## src/rtl/zmenu_pkg.sv

```systemverilog
// Shared types for the TFT43 menu sequencer: controller states and the
// button-priority resolution used when several pulses land in one cycle.
package zmenu_pkg;

  typedef enum logic [1:0] {
    BROWSE,
    EDIT,
    COMMIT
  } state_t;

  typedef enum logic [2:0] {
    BTN_NONE,
    BTN_CANCEL,
    BTN_OKAY,
    BTN_PREV,
    BTN_NEXT
  } btn_t;

  // Cancel > Okay > Prev > Next; only the winner acts.
  function automatic btn_t btn_resolve(input logic prev, input logic next,
                                       input logic okay, input logic cancel);
    if (cancel)    return BTN_CANCEL;
    else if (okay) return BTN_OKAY;
    else if (prev) return BTN_PREV;
    else if (next) return BTN_NEXT;
    else           return BTN_NONE;
  endfunction

endpackage

```

## src/rtl/zmenu_param_bank.sv

```systemverilog
// Shadow parameter bank: last committed value per menu item, one write port,
// a registered display read port and a combinational port for seeding edits.
module zmenu_param_bank #(
  parameter  int unsigned NUM_ITEMS = 11,
  parameter  int unsigned VAL_W     = 8,
  localparam int unsigned IW        = $clog2(NUM_ITEMS)
) (
  input  logic             clk,
  input  logic             rst,
  input  logic             we,
  input  logic [IW-1:0]    waddr,
  input  logic [VAL_W-1:0] wdata,
  input  logic [IW-1:0]    raddr,
  output logic [VAL_W-1:0] rdata,
  input  logic [IW-1:0]    seed_addr,
  output logic [VAL_W-1:0] seed_data
);

  localparam logic [IW-1:0] NUM = IW'(NUM_ITEMS);

  logic [VAL_W-1:0] mem [NUM_ITEMS];

  always_ff @(posedge clk or posedge rst) begin
    if (rst) begin
      for (int unsigned i = 0; i < NUM_ITEMS; i++) mem[i] <= '0;
      rdata <= '0;
    end else begin
      if (we && waddr < NUM) mem[waddr] <= wdata;
      // Same-cycle read of the written entry returns the old value.
      rdata <= (raddr < NUM) ? mem[raddr] : '0;
    end
  end

  assign seed_data = (seed_addr < NUM) ? mem[seed_addr] : '0;

endmodule

```

## src/rtl/zmenu_controller.sv

```systemverilog
// Menu navigation / parameter edit sequencer with valid/ready commit output.
// Define ZMENU_TIMEOUT_EN to abandon an edit after TIMEOUT_CYC idle cycles.
module zmenu_controller
  import zmenu_pkg::*;
#(
  parameter  int unsigned NUM_ITEMS   = 11,
  parameter  int unsigned VAL_W       = 8,
  parameter  int unsigned TIMEOUT_CYC = 50_000_000,
  localparam int unsigned IW          = $clog2(NUM_ITEMS)
) (
  input  logic             clk,
  input  logic             rst,
  input  logic             en,
  input  logic             iPrev,
  input  logic             iNext,
  input  logic             iOkay,
  input  logic             iCancel,
  output logic [IW-1:0]    oCursor,
  output logic             oEditing,
  output logic [VAL_W-1:0] oEditValue,
  output logic             oCommitValid,
  output logic [IW-1:0]    oCommitAddr,
  output logic [VAL_W-1:0] oCommitData,
  input  logic             iCommitReady,
  input  logic [IW-1:0]    iRdAddr,
  output logic [VAL_W-1:0] oRdData
);

  localparam logic [IW-1:0] LAST = IW'(NUM_ITEMS - 1);

  state_t           state;
  btn_t             win;
  logic             edit_timeout;
  logic [VAL_W-1:0] seed_data;

  always_comb begin
    win = BTN_NONE;
    if (en) win = btn_resolve(iPrev, iNext, iOkay, iCancel);
  end

`ifdef ZMENU_TIMEOUT_EN
  logic [31:0] idle_cnt;

  // Runs only while editing; any accepted pulse restarts the window.
  always_ff @(posedge clk or posedge rst) begin
    if (rst)                                  idle_cnt <= '0;
    else if (state != EDIT || win != BTN_NONE) idle_cnt <= '0;
    else                                      idle_cnt <= idle_cnt + 32'd1;
  end

  assign edit_timeout = (state == EDIT) && (win == BTN_NONE) &&
                        (idle_cnt == 32'(TIMEOUT_CYC - 1));
`else
  logic unused_timeout_cfg;
  assign unused_timeout_cfg = (TIMEOUT_CYC == 0);
  assign edit_timeout       = 1'b0;
`endif

  always_ff @(posedge clk or posedge rst) begin
    if (rst) begin
      state        <= BROWSE;
      oCursor      <= '0;
      oEditing     <= 1'b0;
      oEditValue   <= '0;
      oCommitValid <= 1'b0;
      oCommitAddr  <= '0;
      oCommitData  <= '0;
    end else begin
      unique case (state)
        BROWSE: begin
          if (!en) oCursor <= '0;
          else begin
            case (win)
              BTN_PREV: oCursor <= (oCursor == '0) ? LAST : oCursor - 1'b1;
              BTN_NEXT: oCursor <= (oCursor == LAST) ? '0 : oCursor + 1'b1;
              BTN_OKAY: begin
                oEditValue <= seed_data;
                oEditing   <= 1'b1;
                state      <= EDIT;
              end
              default: ;
            endcase
          end
        end
        EDIT: begin
          if (!en || win == BTN_CANCEL || edit_timeout) begin
            oEditing <= 1'b0;
            state    <= BROWSE;
            if (!en) oCursor <= '0;
          end else begin
            case (win)
              BTN_PREV: if (oEditValue != '0) oEditValue <= oEditValue - 1'b1;
              BTN_NEXT: if (oEditValue != '1) oEditValue <= oEditValue + 1'b1;
              BTN_OKAY: begin
                oCommitAddr  <= oCursor;
                oCommitData  <= oEditValue;
                oCommitValid <= 1'b1;
                oEditing     <= 1'b0;
                state        <= COMMIT;
              end
              default: ;
            endcase
          end
        end
        // en is deliberately ignored here: the handshake must finish first,
        // and BROWSE then applies en low on the following cycle.
        COMMIT: begin
          if (iCommitReady) begin
            oCommitValid <= 1'b0;
            state        <= BROWSE;
          end
        end
        default: state <= BROWSE;
      endcase
    end
  end

  zmenu_param_bank #(
    .NUM_ITEMS(NUM_ITEMS),
    .VAL_W    (VAL_W)
  ) u_bank (
    .clk      (clk),
    .rst      (rst),
    .we       (oCommitValid && iCommitReady),
    .waddr    (oCommitAddr),
    .wdata    (oCommitData),
    .raddr    (iRdAddr),
    .rdata    (oRdData),
    .seed_addr(oCursor),
    .seed_data(seed_data)
  );

endmodule

```

## config.mk

```make
export PLATFORM = sky130hd
export DESIGN_NAME = zmenu_controller
export DESIGN_NICKNAME = d
export VERILOG_FILES = /design/src/rtl/zmenu_pkg.sv /design/src/rtl/zmenu_param_bank.sv /design/src/rtl/zmenu_controller.sv
export SDC_FILE = /design/constraint.sdc
export NUM_CORES = 1
export LEC_CHECK = 0
export CORE_MARGIN = 2
export CORE_UTILIZATION = 55
export CTS_CLUSTER_SIZE = 25
export DETAILED_ROUTE_END_ITERATION = 8
export PLACE_DENSITY_LB_ADDON = 0.12
export SLEW_MARGIN = 20
export SYNTH_ARGS = -nofsm -noshare
export SYNTH_HDL_FRONTEND = slang
export SYNTH_SLANG_ARGS = --single-unit
```

## constraint.sdc

```tcl
create_clock -name clk -period 6.9 [get_ports clk]
set_clock_uncertainty 0.05 [all_clocks]
set_input_delay 1.38 -clock clk [delete_from_list [all_inputs] [get_ports clk]]
set_output_delay 1.38 -clock clk [all_outputs]
set_load 0.01 [all_outputs]
```

==> flow_summary_export.csv <==
group,metric,value,unit
logic_synthesis,postSynthNetCount,552,
critical_path,regToRegSetupSlack,4.52,ns
sta,min_period_over_period,0.528,
sta,timing_hold_violations_final,0,
routing,routed-via-count,4539,
cells_and_area,drive_gt1_frac,0.315,
cts,tritoncts,"yes",
power_and_ir_drop,pwr-share-seq,0.362,
power_and_ir_drop,ir_drop,0.000237,V
cts,cts.path.max_buffers,2,
routing,drt.antenna.violating_nets,0,
global_route,grt_pass1_vias,4594,
routing,met3WireLength,585,um
sta,report.final.setup_viol,0,
cells_and_area,area_growth_syn_to_layout,16.7,%
logic_synthesis,synth.distinct_cells,57,
sta,timing.final.crit_period,3.64,ns
routing,route.detailed.vias_per_inst,6.13,
cts,post-cts-setup-buffer-count,0,
floorplan,floorplan.io_pins,46,
cts,cts.repair.resized,0,
global_route,overflow,0,
sta,maxSlewViolCount,0,
critical_path,required,7.19,ns
critical_path,critical_path.startpoint_type,"primary input",
logic_synthesis,register_bit_total_from_synthesis,124,
cells_and_area,final_nets,583,
floorplan,floorplan.rows,40,
sta,slew-limit-headroom,0.346,
logic_synthesis,synth-edff-count,0,
place,routabilityCongestion,0.829,
routing,max_layer_used,"met4",
logic_synthesis,async_flop_share,1.00,
power_and_ir_drop,p_comb_frac,0.318,
logic_synthesis,synthesis.yosys.warnings,0,
place,port-buffer-count,45,
power_and_ir_drop,power_frac_clock,0.321,
floorplan,die_h,115,um
routing,wl_met2,7700,um
sta,tightestPinTransition,0.981,ns
power_and_ir_drop,cellInternalPower,2.05,mW
global_route,antenna_found_initial,0,
power_and_ir_drop,pwr_density_cell,382,nW/um^2
run,drv.max_cap_violation_count,0,
floorplan,die_width,115,um
power_and_ir_drop,design_power_total,3.04,mW
critical_path,cp.arrival,3.94,ns
routing,remaining_design_rule_violation_count,0,
cts,holdBufCountCts,0,
cells_and_area,finish.utilization,0.661,
floorplan,core,12100,um^2
place,post-dp-hpwl,10700,um
logic_synthesis,syn-cell-area,6830,um^2
routing,detail_route.wl_per_cell,21.7,um
cts,numClockSinks,124,
logic_synthesis,post_synth.cell_area_avg,12.9,um^2
sta,max_clk_rate,275,MHz
logic_synthesis,synth_ff_type,"dfrtp_1",
cells_and_area,antenna_cell_count,0,
critical_path,crit_path_category,"in -> reg",
power_and_ir_drop,switching_share,0.325,
cts,htree_num_levels,4,
routing,wl_met1,7540,um
cts,clockRootBuffer,"clkbuf_16",
routing,routed_wirelength,16100,um
sta,rsz0062_at_grt,"false",
floorplan,floorplan.initialDensity,0.566,
run_status,run_status,"finished clean",
critical_path,crit_path_end_kind,"flip-flop",
sta,final.setup.tns,0,ns
global_route,largest_net_degree_at_the_start_of_global_routing,82,
cts,clkTransAtPathRegs,0.06,ns
logic_synthesis,synthCells,528,
cts,clk_latency,0.42,ns
power_and_ir_drop,total_leakage_power,3.51,nW
global_route,gr_util_all_layers,0.261,
cells_and_area,fillerInstances,927,
critical_path,crit_path_max_fanout,17,
cts,cts_made_buffers,17,
logic_synthesis,synth-seq-area-share,0.454,
routing,drt-initial-drc-count,366,
hold_path,hold_class,"reg -> reg",
power_and_ir_drop,switching_power,988,uW
routing,dr.pass1.iters,4,
floorplan,die_area,13300,um^2
global_route,grt_pass1_wl,25400,um
## registers in the layout, indices dropped and copies added, names as in the netlist
name          flops
u_bank.rdata      8
oCursor           4
oCommitData       8
oCommitAddr       4
oEditValue        8
u_bank.mem       88
oEditing          1
state             2
oCommitValid      1
## worst max-delay path, cell delays in order
cell and delay, ns:
clkdlybuf4s50_1 0.60, nor3b_4 0.31, nand2_4 0.17, fa_1 0.47, a211oi_1 0.26, o21ai_0 0.14
a21oi_1 0.19, xnor2_1 0.14, a22oi_1 0.08, a21oi_1 0.19
## power groups by stage
stage,combinational [mW],clock (mW),sequential (mW)
final,0.966,0.976,1.10
after floorplan,0.705,0,1.03
after global placement,0.945,0,1.09
after global routing,1.04,1.02,1.13
after detailed placement,0.962,0,1.11
after CTS,0.968,0.985,1.10
## placed cells by master, fill, tap and decap left out, types with 3 or more instances in the layout
| cell | netlist | final |
|---|---|---|
| a21oi_1 | 20 | 20 |
| a22oi_1 | 6 | 6 |
| buf_4 | 9 | 6 |
| bufinv_16 | 0 | 5 |
| clkbuf_16 | 0 | 17 |
| clkdlybuf4s50_1 | 0 | 45 |
| clkinv_2 | 0 | 4 |
| clkinvlp_4 | 0 | 3 |
| dfrtp_1 | 124 | 124 |
| ha_1 | 11 | 11 |
| inv_1 | 17 | 16 |
| mux2_2 | 92 | 92 |
| mux2_4 | 8 | 8 |
| mux2i_1 | 33 | 33 |
| mux4_2 | 30 | 30 |
| nand2_1 | 15 | 15 |
| nand2b_1 | 7 | 7 |
| nand3_1 | 4 | 4 |
| nand4_1 | 4 | 4 |
| nor2_1 | 23 | 23 |
| nor2_2 | 5 | 5 |
| nor3_1 | 3 | 3 |
| o211ai_1 | 3 | 3 |
| o21a_1 | 3 | 3 |
| o21ai_0 | 10 | 10 |
| o22ai_1 | 17 | 17 |
| o2bb2ai_1 | 8 | 8 |
| or3_1 | 3 | 3 |
| xnor2_1 | 5 | 5 |
| xor2_1 | 3 | 3 |
## per-layer routing
layer | global-route usage | vias to the layer above
li1 | - | 2053
met1 | 0.373 | 2355
met2 | 0.409 | 112
met3 | 0.0518 | 19
met4 | 0.0787 | 0
met5 | 0 | -
## synthesized netlist by cell type (3+ instances only)
library cell  count  area share
nor2_1           23       0.013
o211ai_1          3      0.0033
o21ai_0          10      0.0073
nand2b_1          7      0.0064
nor3_1            3      0.0022
o22ai_1          17       0.016
o21a_1            3      0.0033
mux2i_1          33       0.048
a21oi_1          20       0.015
mux2_4            8       0.018
mux4_2           30       0.099
xor2_1            3      0.0038
buf_6             3      0.0049
nand2_1          15      0.0082
nand4_1           4      0.0037
buf_2            11      0.0081
inv_1            17      0.0093
clkbuf_1         12      0.0066
mux2_2           92        0.15
buf_4             9      0.0099
nand3_1           4      0.0029
a22oi_1           6      0.0066
xnor2_1           5      0.0064
or3_1             3      0.0027
buf_1             3      0.0016
dfrtp_1         124        0.45
o2bb2ai_1         8       0.010
ha_1             11       0.020
nor2_2            5      0.0046
## layout make-up
| cell class | instances | area [um^2] | share of cell area |
|---|---|---|---|
| Clock inverter | 12 | 193 | 0.0242 |
| Inverter | 17 | 66.3 | 0.00832 |
| Tap cell | 168 | 210 | 0.0264 |
| Sequential cell | 124 | 3100 | 0.389 |
| Timing Repair Buffer | 51 | 495 | 0.0622 |
| Multi-Input combinational cell | 348 | 3440 | 0.432 |
| Clock buffer | 20 | 457 | 0.0573 |
## per-stage QoR
step | instance area (um^2) | std cells | hold slack, ns | setup WS, ns
global placement | 7320 | 708 | 0.446 | 3.02
global route | 7970 | 740 | 0.485 | 3.07
CTS | 7970 | 740 | 0.457 | 3.28
detailed placement | 7320 | 708 | 0.450 | 2.85
floorplan | 6830 | 528 | 0.398 | 2.17
finish | 7970 | 740 | 0.467 | 3.26
## final timing paths
check,from,to,cells past startpoint
worst max-delay path,iOkay,oEditValue[6],10
worst min-delay path,state[1],state[0],1
worst min register to register,state[1],state[0],1
min in group asynchronous,rst,oCommitData[0],2
max in group asynchronous,rst,oCursor[3],3
worst max register to register,oCursor[0],oEditValue[3],7
## logic make-up after synthesis
kind of cell | count (synthesis) | synth area share
AO/OA/AOI/OAI | 85 | 0.0841
XOR/XNOR | 8 | 0.0103
adder cells (fa/ha/maj) | 12 | 0.0231
buffers and inverters | 56 | 0.0412
flip-flops | 124 | 0.454
multiplexers | 165 | 0.324
AND/OR/NAND/NOR | 78 | 0.0627
Power figures use the tool's default switching activity.
==> RTL edit, RTL diff (same settings) <==
`VAL_W` is set to 8 in 2 places; all go to 10.
--- a/src/rtl/zmenu_param_bank.sv
+++ b/src/rtl/zmenu_param_bank.sv
@@ -2,7 +2,7 @@
 // a registered display read port and a combinational port for seeding edits.
 module zmenu_param_bank #(
   parameter  int unsigned NUM_ITEMS = 11,
-  parameter  int unsigned VAL_W     = 8,
+  parameter  int unsigned VAL_W     = 10,
   localparam int unsigned IW        = $clog2(NUM_ITEMS)
 ) (
   input  logic             clk,
--- a/src/rtl/zmenu_controller.sv
+++ b/src/rtl/zmenu_controller.sv
@@ -4,7 +4,7 @@
   import zmenu_pkg::*;
 #(
   parameter  int unsigned NUM_ITEMS   = 11,
-  parameter  int unsigned VAL_W       = 8,
+  parameter  int unsigned VAL_W       = 10,
   parameter  int unsigned TIMEOUT_CYC = 50_000_000,
   localparam int unsigned IW          = $clog2(NUM_ITEMS)
 ) (
Ports: changed (resized oCommitData, oEditValue and oRdData); port bits go from 46 to 52. The function was not compared with the original's and may differ.
==> RTL edit against the unedited design <==
Power fell by 11%. Die area is 20% higher. Worst setup slack got worse by 810 ps. Non-clock buffer count is 13 higher. Routed wire length rose by 32%. Final area is 19% higher. Global-route usage rose by 1.6 points. Sequential share of layout area rose by 1.1 points. Area after synthesis is 20% higher. Sequential cell count rose by 28.
==> RTL edit: results (changes against the unedited design) <==
dpl hpwl = 13800 um (was 10700 um)
R2R Setup Slk = 3260 ps (was 4520 ps)
Final period util = 0.645 (was 0.528)
vias per cell = 6.51 (was 6.13)
max reg flops = 110 (was 88)
Synth top cells by count = 152 x dfrtp_1, 132 x mux2_2, 41 x mux4_2, 36 x nor2_1, 30 x nand2_1 (was 124 x dfrtp_1, 92 x mux2_2, 33 x mux2i_1, 30 x mux4_2, 23 x nor2_1)
number of port buffers = 51 (was 45)
drt wl/cell = 24.0 um (was 21.7 um)
Peak supply drop = 0.208 mV (was 0.237 mV)
first-pass iteration count of the detailed router = 7 (was 4)
relative slew slack = 0.252 (was 0.346)
leakage = 0.00426 uW (was 0.00351 uW)
routability cong. = 0.853 (was 0.829)
critical-path maximum fanout = 18 (was 17)
Hold Startpoint = u_bank.mem[40] (was state[1])
global-route wire length before repair = 33400 um (was 25400 um)
largest net degree at the start of global routing = 113 (was 82)
synth top area cells = dfrtp_1 46%, mux2_2 18%, mux4_2 11%, mux2i_1 3.0%, ha_1 1.8% (was dfrtp_1 45%, mux2_2 15%, mux4_2 9.9%, mux2i_1 4.8%, ha_1 2.0%)
reg2reg end = oEditValue[9] (was oEditValue[3])
Cell variety after synth = 58 (was 57)
Worst R2R Start = oCursor[1] (was oCursor[0])
hold path endpoint = u_bank.mem[40] (was state[0])
status = complete, no violations (unchanged)
layout cell share with drive strength beyond 1 = 0.321 (was 0.315)
vias in the first global route = 5844 (was 4594)
Worst EP arrival = 4700 ps (was 3940 ps)
1st-iter DRT viols = 604 (was 366)
## RTL edit: worst max path at each step
| stage | to | startpoint |
|---|---|---|
| final | oEditValue[9] | iOkay |
| after global routing | oEditValue[7] | iOkay |
| after CTS | oEditValue[9] | iOkay |
| after detailed placement | oEditValue[9] | iOkay |
| after global placement | oEditValue[9] | iCancel |
| after floorplan | oCommitAddr[0] | rst |
## RTL edit: cell families after synthesis
| family | after synthesis | share of synthesized area |
|---|---|---|
| buffers and inverters | 54 | 0.0275 |
| adders and majority gates | 13 | 0.0207 |
| muxes | 198 | 0.324 |
| and+or+nand+nor | 120 | 0.0763 |
| xor gates and xnor gates | 5 | 0.00533 |
| AOI/OAI and AO/OA | 105 | 0.0839 |
| DFF | 152 | 0.463 |
## RTL edit: layout make-up
class	count	area [um^2]
timing repair buffer	64	607
inverter	8	37.5
tap	184	230
multi-input combinational	441	4220
clock buffer	22	464
clock inverter	10	139
fill	1058	5090
sequential	152	3800
## RTL edit: power by group
group	switching [uW]	internal, uW
logic	364	317
clock network	369	590
registers	127	940
total	860	1850
## RTL edit: worst max-delay path, cell delays in order
cell and delay [ps]:
clkdlybuf4s50_1 530, nor3b_1 320, nand2b_1 480, ha_1 560
o21ai_0 160, or3_1 360, nand2_1 70, mux2_2 340
and4_1 150, a2111o_1 340
## RTL edit: stage by stage
stage          setup slack [ps]  hold WS [ps]  cells
2_1_floorplan              1380           441    647
3_3_place_gp               2150           450    848
3_5_place_dp               2080           464    848
4_1_cts                    2510           477    880
5_1_grt                    2230           488    881
6_report                   2450           477    881
## RTL edit: routing by layer
layer | part of all wire | track usage | vias to the layer above
met1 | 0.43 | 0.374 | 2990
met3 | 0.054 | 0.0612 | 27
met2 | 0.49 | 0.451 | 206
li1 | - | - | 2513
met5 | 0 | 0 | -
met4 | 0.021 | 0.0886 | 0
